## config.mk

```make
export PLATFORM = sky130hd
export DESIGN_NAME = cmos_frame_packer
export DESIGN_NICKNAME = d
export VERILOG_FILES = /design/src/rtl/cmos_pkg.sv /design/src/rtl/frame_addr_gen.sv /design/src/rtl/cmos_frame_packer.sv
export SDC_FILE = /design/constraint.sdc
export NUM_CORES = 1
export LEC_CHECK = 0
export ABC_AREA = 1
export ABC_CLOCK_PERIOD_IN_PS = 11800
export BUFFER_PORTS_ARGS = -buffer_cell sky130_fd_sc_hd__buf_2
export CORE_MARGIN = 4
export CORE_UTILIZATION = 30
export DETAILED_ROUTE_END_ITERATION = 12
export HOLD_SLACK_MARGIN = 0.12
export PLACE_DENSITY_LB_ADDON = 0.2
export RECOVER_POWER = 100
export SKIP_CTS_REPAIR_TIMING = 1
export SYNTH_ARGS = -nofsm -noshare
export SYNTH_HDL_FRONTEND = slang
export SYNTH_SLANG_ARGS = --single-unit
```

## constraint.sdc

```tcl
create_clock -name cmos_pclk -period 11.8 [get_ports cmos_pclk]
set_input_delay 0.59 -clock cmos_pclk [delete_from_list [all_inputs] [get_ports cmos_pclk]]
set_output_delay 0.59 -clock cmos_pclk [all_outputs]
set_load 0.01 [all_outputs]
```

## src/rtl/cmos_pkg.sv

```systemverilog
// Shared constants, state encoding and sizing helper for the CMOS frame packer.
package cmos_pkg;

    localparam int PIX_PER_WORD   = 8;
    localparam int BYTES_PER_WORD = 16;

    typedef enum logic [1:0] {
        IDLE = 2'd0,
        PACK = 2'd1,
        DROP = 2'd2
    } state_e;

    function automatic int words_per_frame(input int h, input int v);
        return (h * v) / PIX_PER_WORD;
    endfunction

endpackage

```

## src/rtl/frame_addr_gen.sv

```systemverilog
// Ping-pong bank selection, per-frame word index and byte-address generation,
// plus the frame_done pulse raised when the closing word is accepted.
module frame_addr_gen
    import cmos_pkg::*;
#(
    parameter int                ADDR_W      = 28,
    parameter logic [ADDR_W-1:0] FRAME_BASE0 = '0,
    parameter logic [ADDR_W-1:0] FRAME_BASE1 = ADDR_W'(32'h0020_0000)
) (
    input  logic              clk,
    input  logic              rst,
    input  logic              frame_start,
    input  logic              word_load,
    input  logic              last_accept,
    output logic [ADDR_W-1:0] word_addr,
    output logic              frame_bank,
    output logic              frame_done
);

    localparam int OFS_W = $clog2(BYTES_PER_WORD);
    localparam int IDX_W = ADDR_W - OFS_W;

    logic [IDX_W-1:0] widx_q, widx_d, widx_cur;
    logic             bank_q, bank_d;
    logic             done_q, done_d;

    // A start-of-frame pixel may itself close a word, so it must see index 0.
    always_comb begin
        widx_cur = frame_start ? '0 : widx_q;
        widx_d   = widx_q;
        if (word_load) begin
            widx_d = widx_cur + IDX_W'(1);
        end else if (frame_start) begin
            widx_d = '0;
        end
        bank_d    = bank_q ^ last_accept;
        done_d    = last_accept;
        word_addr = (bank_q ? FRAME_BASE1 : FRAME_BASE0) + {widx_cur, {OFS_W{1'b0}}};
    end

    always_ff @(posedge clk or posedge rst) begin
        if (rst) begin
            widx_q <= '0;
            bank_q <= 1'b0;
            done_q <= 1'b0;
        end else begin
            widx_q <= widx_d;
            bank_q <= bank_d;
            done_q <= done_d;
        end
    end

    assign frame_bank = bank_q;
    assign frame_done = done_q;

endmodule

```

## src/rtl/cmos_frame_packer.sv

```systemverilog
// Packs RGB565 pixels eight to a 128-bit word and hands them, with a frame-buffer
// byte address, to the DDR write FIFO; flags overflow and malformed frames.
module cmos_frame_packer
    import cmos_pkg::*;
#(
    parameter int                H_DISP      = 1280,
    parameter int                V_DISP      = 720,
    parameter int                ADDR_W      = 28,
    parameter logic [ADDR_W-1:0] FRAME_BASE0 = '0,
    parameter logic [ADDR_W-1:0] FRAME_BASE1 = ADDR_W'(32'h0020_0000)
) (
    input  logic              cmos_pclk,
    input  logic              sys_rst,
    input  logic [15:0]       pix_data,
    input  logic              pix_valid,
    input  logic              pix_sop,
    input  logic              pix_eop,
    output logic [127:0]      wr_data,
    output logic [ADDR_W-1:0] wr_addr,
    output logic              wr_valid,
    input  logic              wr_ready,
    output logic              wr_last,
    output logic              frame_done,
    output logic              frame_bank,
    output logic              overflow,
    output logic              len_err
);

    localparam int          IDX_W     = $clog2(PIX_PER_WORD);
    localparam logic [20:0] FRAME_PIX = 21'(H_DISP * V_DISP);
    localparam logic [20:0] CNT_MAX   = '1;

    state_e state_q, state_d;
    logic [IDX_W-1:0] idx_q, idx_d, idx_cur;
    logic [PIX_PER_WORD-1:0][15:0] lanes_q, lanes_d, lanes_base, word_lanes;
    logic [20:0] cnt_q, cnt_d, cnt_cur;
    logic [127:0] wr_data_q, wr_data_d;
    logic [ADDR_W-1:0] wr_addr_q, wr_addr_d, word_addr;
    logic wr_valid_q, wr_valid_d, wr_last_q, wr_last_d;
    logic overflow_q, overflow_d, len_err_q, len_err_d;
    logic start, take, complete, ovf_evt, load, accept, last_accept;

    assign start       = pix_valid & pix_sop;
    assign take        = start | (pix_valid & (state_q == PACK));
    assign idx_cur     = start ? '0 : idx_q;
    assign lanes_base  = start ? '0 : lanes_q;
    assign complete    = take & ((idx_cur == IDX_W'(PIX_PER_WORD - 1)) | pix_eop);
    assign accept      = wr_valid_q & wr_ready;
    assign ovf_evt     = complete & wr_valid_q & ~wr_ready;
    assign load        = complete & ~ovf_evt;
    assign last_accept = accept & wr_last_q;

    // Lanes above the current index stay zero, which gives the eop padding for free.
    genvar gi;
    generate
        for (gi = 0; gi < PIX_PER_WORD; gi++) begin : g_lane
            assign word_lanes[gi] = (idx_cur == IDX_W'(gi)) ? pix_data : lanes_base[gi];
        end
    endgenerate

    always_comb begin
        state_d    = state_q;
        idx_d      = idx_q;
        lanes_d    = lanes_q;
        cnt_d      = cnt_q;
        len_err_d  = len_err_q;
        overflow_d = overflow_q;
        cnt_cur    = start ? 21'd1 : ((cnt_q == CNT_MAX) ? cnt_q : cnt_q + 21'd1);
        if (take) begin
            cnt_d = cnt_cur;
            if (start && (state_q == PACK)) begin
                len_err_d = 1'b1;
            end
            if (pix_eop && (cnt_cur != FRAME_PIX)) begin
                len_err_d = 1'b1;
            end
            if (ovf_evt) begin
                overflow_d = 1'b1;
                state_d    = DROP;
                idx_d      = '0;
                lanes_d    = '0;
            end else if (pix_eop) begin
                state_d = IDLE;
                idx_d   = '0;
                lanes_d = '0;
            end else if (complete) begin
                state_d = PACK;
                idx_d   = '0;
                lanes_d = '0;
            end else begin
                state_d = PACK;
                idx_d   = idx_cur + IDX_W'(1);
                lanes_d = word_lanes;
            end
        end
    end

    // A load in the same cycle as an accept keeps wr_valid high with the new word.
    always_comb begin
        wr_valid_d = wr_valid_q;
        wr_data_d  = wr_data_q;
        wr_addr_d  = wr_addr_q;
        wr_last_d  = wr_last_q;
        if (load) begin
            wr_valid_d = 1'b1;
            wr_data_d  = word_lanes;
            wr_addr_d  = word_addr;
            wr_last_d  = pix_eop;
        end else if (accept) begin
            wr_valid_d = 1'b0;
            wr_last_d  = 1'b0;
        end
    end

    always_ff @(posedge cmos_pclk or posedge sys_rst) begin
        if (sys_rst) begin
            state_q    <= IDLE;
            idx_q      <= '0;
            lanes_q    <= '0;
            cnt_q      <= '0;
            wr_valid_q <= 1'b0;
            wr_data_q  <= '0;
            wr_addr_q  <= FRAME_BASE0;
            wr_last_q  <= 1'b0;
            overflow_q <= 1'b0;
            len_err_q  <= 1'b0;
        end else begin
            state_q    <= state_d;
            idx_q      <= idx_d;
            lanes_q    <= lanes_d;
            cnt_q      <= cnt_d;
            wr_valid_q <= wr_valid_d;
            wr_data_q  <= wr_data_d;
            wr_addr_q  <= wr_addr_d;
            wr_last_q  <= wr_last_d;
            overflow_q <= overflow_d;
            len_err_q  <= len_err_d;
        end
    end

    frame_addr_gen #(
        .ADDR_W      (ADDR_W),
        .FRAME_BASE0 (FRAME_BASE0),
        .FRAME_BASE1 (FRAME_BASE1)
    ) u_addr_gen (
        .clk         (cmos_pclk),
        .rst         (sys_rst),
        .frame_start (start),
        .word_load   (load),
        .last_accept (last_accept),
        .word_addr   (word_addr),
        .frame_bank  (frame_bank),
        .frame_done  (frame_done)
    );

    assign wr_data  = wr_data_q;
    assign wr_addr  = wr_addr_q;
    assign wr_valid = wr_valid_q;
    assign wr_last  = wr_last_q;
    assign overflow = overflow_q;
    assign len_err  = len_err_q;

endmodule

```

==> Word level (Yosys, flattened, before mapping) <==
Index checks and enable logic that the tools add are counted.
{ "totals": {"output_inout_bits": 162, "input_bits": 22, "ff_bits": 340, "word_cells": 82} }
{ "op_classes": {"n_mux": 28, "eq_ne": 10, "reduce_logical": 7, "bitwise": 13, "add_sub_neg": 4} }
{ "ops": {"columns": ["cell", "n"], "rows": [
  ["128-bit 2-to-1 mux", 4],
  ["16-bit 2-to-1 mux", 8],
  ["24-bit 2-to-1 mux", 2],
  ["21-bit 2-to-1 mux", 2],
  ["28-bit adder", 1],
  ["24-bit by 1-bit adder with 24-bit output (second input constant)", 1],
  ["22-bit 2-to-1 mux", 1],
  ["21-bit by 1-bit adder with 21-bit output (second input constant)", 1],
  ["21-bit equality test (second input constant)", 1],
  ["21-bit by 20-bit != test with 1-bit output (second input constant)", 1],
  ["3-bit equality test (second input constant)", 4],
  ["3-bit 2-to-1 mux", 4],
  ["1-bit AND", 8],
  ["3-bit by 2-bit equality test with 1-bit output (second input constant)", 2],
  ["1-bit 2-to-1 mux", 6],
  ["2-bit AND reduction", 2],
  ["2-bit nonzero test", 2],
  ["3-bit by 1-bit adder with 3-bit output (second input constant)", 1],
  ["3-bit by 1-bit equality test with 1-bit output (second input constant)", 1],
  ["3-bit zero test", 1],
  ["2-bit by 1-bit equality test with 1-bit output (second input constant)", 1],
  ["1-bit logical AND", 2],
  ["2-bit 2-to-1 mux", 1],
  ["1-bit inverter", 2],
  ["2 further kinds", 3]
]} }

==> Longest topological paths before layout <==
Gate-level depths: netlist of run 1.
{ "logic_depth": {"ltp_word": 10, "mapped_depth": 20, "mapped_depth_nobuf": 17} }

==> By module <==
From an unflattened synthesis of run 1, not the netlist that was laid out.
{ "unflattened": {"cells_unflattened": 1923, "hier_area_um2": 15815.2} }
{ "modules_own_cells": {"columns": ["mod", "cells_per_inst", "area_each_um2", "n_inst", "seq_area_each_um2"], "rows": [
  ["cmos_frame_packer", 1709, 14161.1, 1, 7857.5],
  ["frame_addr_gen", 214, 1654.1, 1, 650.6]
]} }

==> Worst setup path after synthesis of run 1 <==
No wires, ideal clock.
{ "synth_path": {"path_type": "in2reg", "from": "in pix_sop", "to": "reg wr_addr_q[19], in the netlist wr_addr[19]", "setup_time_ns": 0.133, "slack_ns": 8.634, "t_required_ns": 11.667, "path_buffers": 6, "stages": 15, "arrival_time_ns": 3.033, "path_cell_list": "nand2_2 inv_2 buf_2 buf_2 buf_1 nor2_1 ha_1 ha_1 inv_2 nand2_1 nand3_2 buf_2 buf_1 clkbuf_1 o21ai_0"} }
{ "synth_between": {"elab_chain_cells": 9, "elab_cells_between_ends": 12, "classes_between": "add/sub: 1; eq/ne: 1; mux: 2; bitwise: 8"} }
{ "synth_lines": {"columns": ["element", "line_no", "text"], "rows": [
  ["start, declared", "cmos_frame_packer.sv:16", "input logic pix_sop,"],
  ["1-bit AND *", "cmos_frame_packer.sv:43", "assign start = pix_valid & pix_sop;"],
  ["branches (longest 8 deep; another with 28-bit adder)", null, null],
  ["end signal, assigned", "cmos_frame_packer.sv:134", "wr_addr_q <= wr_addr_d;"],
  ["end, declared", "cmos_frame_packer.sv:38", "logic [ADDR_W-1:0] wr_addr_q, wr_addr_d, word_addr;"]
]} }
Every way passes the cells marked *.
A chain may end at the register's enable or synchronous reset.

==> Worst setup path after layout of run 1 <==
{ "layout_path": {"from": "in pix_valid", "to": "reg lanes_q[43] (netlist bit)"} }
{ "layout_between": {"elab_chain_cells": 8, "elab_cells_between_ends": 15, "classes_between": "eq/ne: 2; mux: 6; bitwise: 7"} }
{ "layout_lines": {"columns": ["element", "line_no", "text"], "rows": [
  ["start, declared", "cmos_frame_packer.sv:15", "input logic pix_valid,"],
  ["1-bit AND", "cmos_frame_packer.sv:43", null],
  ["3-bit 2-to-1 mux", "cmos_frame_packer.sv:45", "assign idx_cur = start ? '0 : idx_q;"],
  ["3-bit equality test", "cmos_frame_packer.sv:47", "assign complete = take & ((idx_cur == IDX_W'(PIX_PER_WORD - 1)) | pix_eop);"],
  ["1-bit bitwise OR", "cmos_frame_packer.sv:47", null],
  ["1-bit AND", "cmos_frame_packer.sv:47", null],
  ["128-bit 2-to-1 mux / 1-bit AND (equally long branches)", "cmos_frame_packer.sv:86, cmos_frame_packer.sv:49", null],
  ["128-bit 2-to-1 mux / 1-bit AND (equally long branches)", "cmos_frame_packer.sv:82, cmos_frame_packer.sv:49", null],
  ["128-bit 2-to-1 mux", "cmos_frame_packer.sv:77", "if (ovf_evt) begin"],
  ["end signal, assigned", "cmos_frame_packer.sv:130", "lanes_q <= lanes_d;"],
  ["end, declared", "cmos_frame_packer.sv:35", "logic [PIX_PER_WORD-1:0][15:0] lanes_q, lanes_d, lanes_base, word_lanes;"]
]} }
Several ways; a longest one is shown, not always the timed one.

==> results of run 1 <==
-- registers in the layout, indices dropped and copies added (netlist names), 2 cells and up --
signal and cells:
lanes_q 128, wr_data 128, u_addr_gen.widx_q 24, wr_addr 24
cnt_q 21, idx_q 3, state_q 2
-- worst max-delay path by stage --
stage	startpoint	endpoint	slack (ns)	depth (start not counted)
3_3_place_gp	pix_valid	wr_data[103]	6.57	13
3_5_place_dp	pix_valid	wr_data[87]	6.42	13
5_1_grt	sys_rst	wr_data[51]	3.57	3
6_report	pix_valid	lanes_q[43]	4.37	11
4_1_cts	pix_valid	wr_data[87]	7.03	13
2_1_floorplan	sys_rst	cnt_q[0]	1.90	1
-- stage by stage --
stage,area [um2],hold WS (ns)
final,17800,0.254
after global routing,17800,0.242
after CTS,18100,0.169
after detailed placement,16700,0.458
after global placement,16700,0.453
after floorplan,15400,0.454
-- where the power goes --
part	switching (mW)	leakage (nW)	internal, mW
clock network	0.507	0.681	0.789
registers	0.0902	4.61	1.29
logic	0.369	2.47	0.137
total	0.966	7.76	2.21
-- routing by layer --
metal	track usage, %	share of wire, %
met1	24.1	47
met2	25.8	45
met3	2.67	5.4
met4	5.81	2.7
met5	0	0
-- cells by family (layout without fill, tap and decap cells) --
logic type	after synthesis	in the layout
AOI/OAI and AO/OA	437	437
xor gates and xnor gates	33	33
adders and majority gates	10	10
buffers and inverters	348	496
DFF	336	336
other	1	4
and+or+nand+nor	686	686
-- cell usage after synthesis --
library cell	number	area, um2
xnor2_1	4	35.0
nor2_2	6	37.5
o21bai_1	1	7.51
o31ai_1	20	150
nor2_1	68	255
buf_6	2	22.5
or2_2	3	18.8
nand3b_1	2	15.0
inv_2	2	7.51
o22ai_1	19	119
nand4_1	9	56.3
buf_1	8	30.0
nand4_2	1	12.5
nand3_2	3	30.0
buf_2	17	85.1
nor3_2	2	20.0
o21ai_0	392	1960
nor3_4	1	16.3
conb_1	1	3.75
ha_1	10	125
dfrtp_1	336	8410
inv_1	230	863
nand2_1	432	1620
a31oi_1	2	12.5
clkinv_1	1	3.75
clkbuf_1	84	315
nor2_4	1	11.3
nand2_2	2	12.5
nand2_4	1	11.3
nor3_1	5	25.0
a21oi_1	3	15.0
xor2_1	29	254
buf_4	4	30.0
nand3_1	150	751
-- layout make-up --
class                   count  area (um2)  area share, %
clock inverters            12         155          0.871
well taps                 672         841           4.72
inverters                 233         877           4.93
flip-flops and latches    336        8410           47.2
repair buffers            189         761           4.27
multi-input cells        1170        5530           31.0
clock buffers              62        1240           6.94
==> metrics.cfg, run 1 <==
[yosys]
seq_area_frac_synth_pct = 54.8
syn_area_um2 = 15300
syn_area_per_cell_um2 = 8.29
syn_inst = 1851
synth.ff_latch_count = 336
synth_warnings = 0
synth_top_family_by_area = simple AND/OR/NAND/NOR gates
yosys.area_share.simple_pct = 18.9
yosysUniqueCellTypes = 34
synth-xor-area-share_pct = 1.88
synth.area.mux_share_pct = 0
synth_compound_area_share_pct = 14.8
synth_adder_area_share_pct = 0.815

[global_routing]
grt_pass1_wl_um = 71900
grt_max_degree = 159
antenna_found_initial = 5
overflow = 0
grt_usage_pct = 16.8
first_global_vias = 12222

[setup_path]
critical_path_class = in -> reg
r2r_slack_ns = 5.57
r2r-end = lanes_q[10]
cpLargestDelayFamily = buffers and inverters
r2r_cells = 7
required_ns = 12.25
crit_slowest_cell = clkbuf_1
worst-path-buf-inv = 5
critPathMaxStageDelay_ns = 1.66
worstPathArrival_ns = 7.88
path_max_fanout = 91
cp-start-kind = input port
worstPathCellList = clkbuf_1 -> nand2_1 -> clkinv_1 -> clkbuf_1 -> nor2_1 -> ha_1 -> ha_1 -> inv_1 -> nand3_1 -> buf_4 -> o21ai_0
r2r_start = state_q[1]
endpoint_kind = register

[drt]
remaining_drc_errors = 0
ant_nets = 0
post_drt_via_cell_ratio = 4.72
via_count = 12614
routed_wl_um = 46400
drt-initial-drc-count = 1062
dr.pass1.iters = 6
post_drt_wl_per_cell_um = 17.3

[sta]
hold_viol = 0
fin_crit_ns = 7.43
finClkSkew_ns = 0.0277
max_freq_ghz = 0.135
rsz0062_at_grt = false
timing.setup.tns_ns = 0
slew_headroom_pct = -212
finalCritPeriodShare_pct = 63.0
timing.final.ws_setup_ns = 4.37
finalSetupViolCount = 0
drv_slew = 560
worstMarginPinSlew_ns = 4.68

[layout]
final_core_utilization_pct = 35.3
layoutNonFillerInstCount = 2674
fillCellCount = 5292
final_cell_mix = nand2_1, o21ai_0, dfrtp_1
layout.nets = 2003
antenna_cells = 0
layout-drive-gt1-share_pct = 5.00
areaGrowthSynthToFinish_pct = 16.1
final_common_cell = nand2_1

[clock_network]
path_clk_slew_ns = 0.06
clk_path_buf_depth = 3
numCtsBuffers = 41
clk_latency_ns = 0.56
cts_tree = done
clock_tree.root_cell = clkbuf_16
htree_levels = 2
clock_sinks = 336

[outcome]
violations = capacitance limit, slew limit
status = complete, but fails checks

[pwr]
powerDensity_nw_per_um2 = 179
leakagePower_nw = 7.76
power_mw = 3.18
ir_drop_mv = 0.0822

[hold_path]
hp-class = in -> reg
whs_endpoint = state_q[0]
min_from = pix_eop
holdPathStages = 2

[placement]
dpl.cell_count = 2600
place.gp.congestion = 0.872
portBuffers = 179
place_ws_ns = 6.42
dp_hpwl_um = 28800

[die]
dieArea_um2 = 54800
fp.dieW_um = 234
start_util_pct = 30.5
die_h_um = 234
rows = 82
coreArea_um2 = 50400
num_io_pins = 184

[job]
maxCapViolations = 7

(Power assumes the default switching activity.)
==> run 2, diff against run 1 <==
Settings changed: ABC_AREA 1 to 0, ABC_CLOCK_PERIOD_IN_PS 11800 to 7400.
Clock period 11.8 ns to 7.4 ns, I/O delays scaled along.
==> run 2 against run 1 <==
Compared with the run above: the flow still finishes with violations (capacitance limit, slew limit); first-iteration DRC count decreased by 5.5%; cell count is 13% lower; clock power grew 48%; setup slack got worse by 2.3 ns; non-clock buffer count increased by 1; largest power group unchanged.
==> metrics.cfg, run 2 <==
[sta]
finalCritPeriodShare_pct = 72.7
hold_slack_ns = 0.146  ; -0.108 ns
timing.setup.tns_ns = 0  ; unchanged
hold_viol = 0  ; unchanged
finalSetupViolCount = 0  ; unchanged
slew_headroom_pct = -197  ; +15 points
drv_slew = 458  ; -18%
worstMarginPinSlew_ns = 4.45  ; -0.227 ns
fin_crit_ns = 5.38
rsz0062_at_grt = false
max_freq_ghz = 0.186
finClkSkew_ns = 0.0138  ; -0.0139 ns

[yosys]
yosys-top-cells-count = dfrtp_1, nand2_1, o21ai_0
synth_top_cell_by_area = dfrtp_1
synth_top_family_by_area = compound AO/OA/AOI/OAI gates
yosys.area_share.simple_pct = 17.2  ; -1.7 points
synth_adder_area_share_pct = 0.903  ; +0.088 points
ys_async_sr_fraction_pct = 100  ; unchanged
synth-xor-area-share_pct = 1.87  ; -0.010 points
synth_compound_area_share_pct = 19.6  ; +4.8 points
synth_edf_count = 0  ; unchanged
syn_area_um2 = 15000  ; -2.5%
synth_top_area_share_pct = 56.2  ; +1.4 points
synth_warnings = 0  ; unchanged
synth_top_flop_cell = dfrtp_1
yosysUniqueCellTypes = 51  ; +50%
syn_inst = 1546  ; -16%
synth.ff_latch_count = 336  ; unchanged
seq_area_frac_synth_pct = 56.2  ; +1.4 points
syn_area_per_cell_um2 = 9.68  ; +17%
synth_area_leaders = dfrtp_1, a22o_1, nand2_1
synth.area.mux_share_pct = 0.427  ; +0.43 points
yosysMostFrequentCell = dfrtp_1

[outcome]
status = complete, but fails checks
violations = capacitance limit, slew limit

[hold_path]
min_from = pix_eop
hp-class = in -> reg

[drt]
dr.pass1.iters = 5  ; -1
ant_nets = 0  ; unchanged
post_drt_via_cell_ratio = 5.05  ; +7.0%
routed_wl_um = 45400  ; -2.1%
via_count = 11797  ; -6.5%
post_drt_wl_per_cell_um = 19.4  ; +12%
drt-initial-drc-count = 1004  ; -5.5%
remaining_drc_errors = 0  ; unchanged

[die]
num_io_pins = 184  ; unchanged
dieArea_um2 = 53500  ; -2.4%
coreArea_um2 = 49200  ; -2.4%
rows = 81  ; -1.2%
start_util_pct = 30.4  ; about the same
fp.dieW_um = 231  ; -1.2%
die_h_um = 231  ; -1.2%

[setup_path]
cp-start-kind = input port
critical_path_class = in -> reg
startpoint = pix_valid
endpoint_kind = register
required_ns = 7.87  ; -4.38 ns
path_max_fanout = 97  ; +6.6%
worstPathArrival_ns = 5.86  ; -2.02 ns
r2r_slack_ns = 2.51  ; -3.06 ns
r2r_start = idx_q[2]

[layout]
layout.area.seq_um2 = 8410  ; unchanged
layout-drive-gt1-share_pct = 5.79  ; +0.80 points
final_cell_mix = dfrtp_1, nand2_1, o21ai_0
areaGrowthSynthToFinish_pct = 15.6
final_common_cell = dfrtp_1
layout.nets = 1677  ; -16%
antenna_cells = 0  ; unchanged
multi_input_area_um2 = 5970  ; +8.0%
fillCellCount = 5141  ; -2.9%

[global_routing]
antenna_found_initial = 0  ; -5
grt_pass1_wl_um = 71600  ; -0.44%
grt_max_degree = 257  ; +62%
first_global_vias = 11749  ; -3.9%
grt_usage_pct = 16.8  ; +0.017 points
overflow = 0  ; unchanged

[placement]
place.gp.congestion = 0.800  ; -8.3%
dp_hpwl_um = 28700  ; -0.31%
portBuffers = 179  ; unchanged

[clock_network]
htree_levels = 2  ; unchanged
clk_path_buf_depth = 3  ; unchanged
numCtsBuffers = 39  ; -4.9%
clock_sinks = 336  ; unchanged
cts_tree = done
clock_tree.root_cell = clkbuf_16
clk_latency_ns = 0.55  ; about the same
path_clk_slew_ns = 0.06  ; about the same

[pwr]
powerDensity_nw_per_um2 = 263  ; +47%
ir_drop_mv = 0.164  ; +100%
leakagePower_nw = 7.90  ; +1.7%

[job]
maxCapViolations = 12  ; +5

-- run 2: changes by cell type after synthesis, moves of 10 or more --
cell,change
a21oi_1,+146
nand2_1,-180
nor2_1,+14
clkbuf_1,+34
o21ai_0,-226
and2_1,+23
o22ai_1,-19
inv_1,-221
o31ai_1,-10
o21ai_1,+12
a22o_1,+114
and3_1,+105
nand3_1,-123
-- run 2: final timing paths --
path                                              end  cells after the start
worst min-delay path                          wr_last                      3
worst min register to register            wr_addr[20]                      2
worst max-delay path            u_addr_gen.widx_q[21]                     13
worst max register to register  u_addr_gen.widx_q[21]                     10
min in group asynchronous                 wr_addr[10]                      3
max in group asynchronous                wr_data[103]                      5
-- run 2: final cells by class --
type | instances | area share [%]
sequential | 336 | 48.6
multi-input combinational | 1069 | 34.5
clock buffer | 62 | 6.97
tap | 664 | 4.80
timing repair buffer | 190 | 4.51
clock inverter | 8 | 0.376
inverter | 9 | 0.203
-- run 2: power by group --
group          switching, mW  leakage (nW)  internal, mW
Clock                  0.768         0.632          1.15
Combinational          0.399          2.64         0.158
Sequential             0.104          4.62          1.97
Total                   1.27          7.90          3.28
-- run 2: per-stage QoR --
| stage | worst slack (ns) | power, mW | utilization (%) | cell area (um2) | cells |
|---|---|---|---|---|---|
| final | 2.02 | 4.55 | 35.2 | 17300 | 2338 |
| after global routing | 1.31 | 4.77 | 35.2 | 17300 | 2338 |
| after floorplan | 2.54 | 2.44 | - | 15000 | 1549 |
| after global placement | 2.25 | 2.69 | 33.1 | 16300 | 2267 |
| after detailed placement | 2.18 | 2.70 | 33.1 | 16300 | 2267 |
| after CTS | 2.77 | 4.64 | 35.7 | 17600 | 2337 |
-- run 2: logic make-up (layout without fill, tap and decap cells) --
logic type / after synthesis / after routing
adder cells (fa/ha/maj): 11 / 11
XOR/XNOR: 32 / 32
flip-flops: 336 / 336
multiplexers: 6 / 6
AO/OA/AOI/OAI: 477 / 477
AND/OR/NAND/NOR: 539 / 539
buffers and inverters: 144 / 269
other: 1 / 4
-- run 2: critical path: stages --
cell and delay (ns):
clkbuf_1 0.17, nand2_4 0.70, nand2_1 0.24, inv_1 0.16, ha_1 0.19, ha_1 0.91, or2_0 0.45, o2111ai_1 0.77
buf_4 0.54, nor4_2 0.59, nand3_1 0.21, or3_1 0.34, a21oi_1 0.14
-- run 2: routing by layer --
layer  vias to the layer above  wire [um]  GRT usage [%]
met4                         0        934           4.32
met2                       257      20900           26.4
met5                         -          0              0
li1                       5621          -              -
met3                        61       2340           2.91
met1                      5858      21200           24.1
==> run 3, diff against run 2 <==
Settings changed: ABC_CLOCK_PERIOD_IN_PS 7400 to 5100.
Clock period 7.4 ns to 5.1 ns, I/O delays scaled along.
==> run 3 against run 2 <==
Compared with the run above: the run still ends with capacitance limit, slew limit left; hold slack better by 0.10 ns; critical endpoint is now lanes_q[78]; sequential power increased by 46%; clock-buffer cell count decreased by 4; global-route usage shrank 0.11 points; clock power is 46% higher; setup slack got worse by 0.94 ns; critical path depth decreased by 2; highest routed layer unchanged; utilization increased by 0.35 points.
==> metrics.cfg, run 3 (synthesis gave the netlist of run 2 again) <==
[clock_network]
clk_path_buf_depth = 3  ; unchanged
clock_sinks = 336  ; unchanged
cts_tree = done
numCtsBuffers = 39  ; unchanged
path_clk_slew_ns = 0.06  ; about the same
htree_levels = 2  ; unchanged
clock_tree.root_cell = clkbuf_16
clk_latency_ns = 0.56  ; about the same

[pwr]
powerDensity_nw_per_um2 = 381  ; +45%
leakagePower_nw = 7.99  ; +1.2%
ir_drop_mv = 0.194  ; +18%

[global_routing]
overflow = 0  ; unchanged
grt_pass1_wl_um = 70700  ; -1.2%
antenna_found_initial = 0  ; unchanged
grt_usage_pct = 16.7  ; -0.11 points
grt_max_degree = 256  ; -0.39%
first_global_vias = 11486  ; -2.2%

[sta]
timing.final.ws_setup_ns = 1.08  ; -0.941 ns
slew_headroom_pct = -84.6  ; +110 points
fin_crit_ns = 4.02
hold_viol = 0  ; unchanged
rsz0062_at_grt = false
finalSetupViolCount = 0  ; unchanged
drv_slew = 91  ; -80%
worstMarginPinSlew_ns = 2.77  ; -1.68 ns
finClkSkew_ns = 0.0249  ; +0.0111 ns
timing.setup.tns_ns = 0  ; unchanged
max_freq_ghz = 0.249
hold_slack_ns = 0.247  ; +0.102 ns
finalCritPeriodShare_pct = 78.9

[setup_path]
endpoint_kind = register
critical_path_class = in -> reg
required_ns = 5.59  ; -2.28 ns
path_max_fanout = 16  ; -84%
cp-start-kind = input port
worstPathArrival_ns = 4.51  ; -1.35 ns

[placement]
place_ws_ns = 1.88  ; -0.302 ns
dp_hpwl_um = 28700  ; -0.23%
portBuffers = 179  ; unchanged
place.gp.congestion = 0.792  ; -1.0%
placed_cell_area_um2 = 16400  ; +0.49%

[die]
fp.dieW_um = 231  ; unchanged
rows = 81  ; unchanged
coreArea_um2 = 49200  ; unchanged
die_h_um = 231  ; unchanged
num_io_pins = 184  ; unchanged
dieArea_um2 = 53500  ; unchanged
start_util_pct = 30.4  ; unchanged

[drt]
post_drt_via_cell_ratio = 5.07  ; +0.42%
routed_wl_um = 45100  ; -0.56%
ant_nets = 0  ; unchanged
remaining_drc_errors = 0  ; unchanged
drt-initial-drc-count = 1068  ; +6.4%
post_drt_wl_per_cell_um = 19.2  ; -1.1%
dr.pass1.iters = 5  ; unchanged
via_count = 11912  ; +0.97%

[layout]
stdcell_area_um2 = 17500  ; +0.99%
areaGrowthSynthToFinish_pct = 16.8
antenna_cells = 0  ; unchanged
final_core_utilization_pct = 35.5  ; +0.35 points
final_cell_mix = dfrtp_1, nand2_1, o21ai_0
layout-drive-gt1-share_pct = 6.64  ; +0.84 points
layout.nets = 1689  ; +0.72%
final_common_cell = dfrtp_1

[outcome]
violations = capacitance limit, slew limit
status = complete, but fails checks

[job]
maxCapViolations = 4  ; -8

[hold_path]
hp-class = in -> reg

run 3: routing by layer:
metal / part of all wire (%) / wire [um] / track usage [%] / vias up
li1: - / - / - / 5655
met1: 48 / 21600 / 24.7 / 5922
met2: 45 / 20500 / 25.6 / 272
met3: 4.5 / 2020 / 2.27 / 63
met4: 2.1 / 944 / 4.75 / 0
met5: 0 / 0 / 0 / -
run 3: final timing paths:
check	cells after the start	slack, ns	to	from
max	11	1.08	lanes_q[78]	pix_valid
min	3	0.25	wr_data[65]	pix_data[1]
max reg2reg	7	1.28	len_err	cnt_q[0]
min reg2reg	2	0.48	wr_addr[13]	wr_addr[13]
max in group asynchronous	5	1.94	cnt_q[2]	sys_rst
min in group asynchronous	4	1.33	u_addr_gen.widx_q[4]	sys_rst
run 3: through the flow:
stage          power, mW  std cells
2_1_floorplan       3.54       1549
3_3_place_gp        3.91       2276
3_5_place_dp        3.93       2276
4_1_cts             6.79       2347
5_1_grt             6.98       2351
6_report            6.65       2351
run 3: report_power, final:
group	total [mW]	internal [mW]	leakage [nW]	switching (mW)
combinational	0.812	0.239	2.72	0.573
sequential	3.02	2.86	4.62	0.164
clock	2.81	1.68	0.657	1.14
run 3: critical path, stage by stage:
cell	delay (ns)
dlygate4sd3_1	0.56
clkbuf_1	0.30
nand2_1	0.22
nand2_1	0.18
inv_1	0.10
ha_1	0.23
ha_1	0.24
nor2_1	0.32
nand3_1	0.33
o21ai_0	1.48
a22o_1	0.29
run 3: layout make-up:
| type | instances | area, um2 |
|---|---|---|
| clock buffer | 58 | 1200 |
| inverter | 9 | 37.5 |
| multi-input combinational | 1069 | 5980 |
| timing repair buffer | 202 | 905 |
| fill | 5117 | 31700 |
| sequential | 336 | 8410 |
| clock inverter | 13 | 105 |
| tap | 664 | 831 |
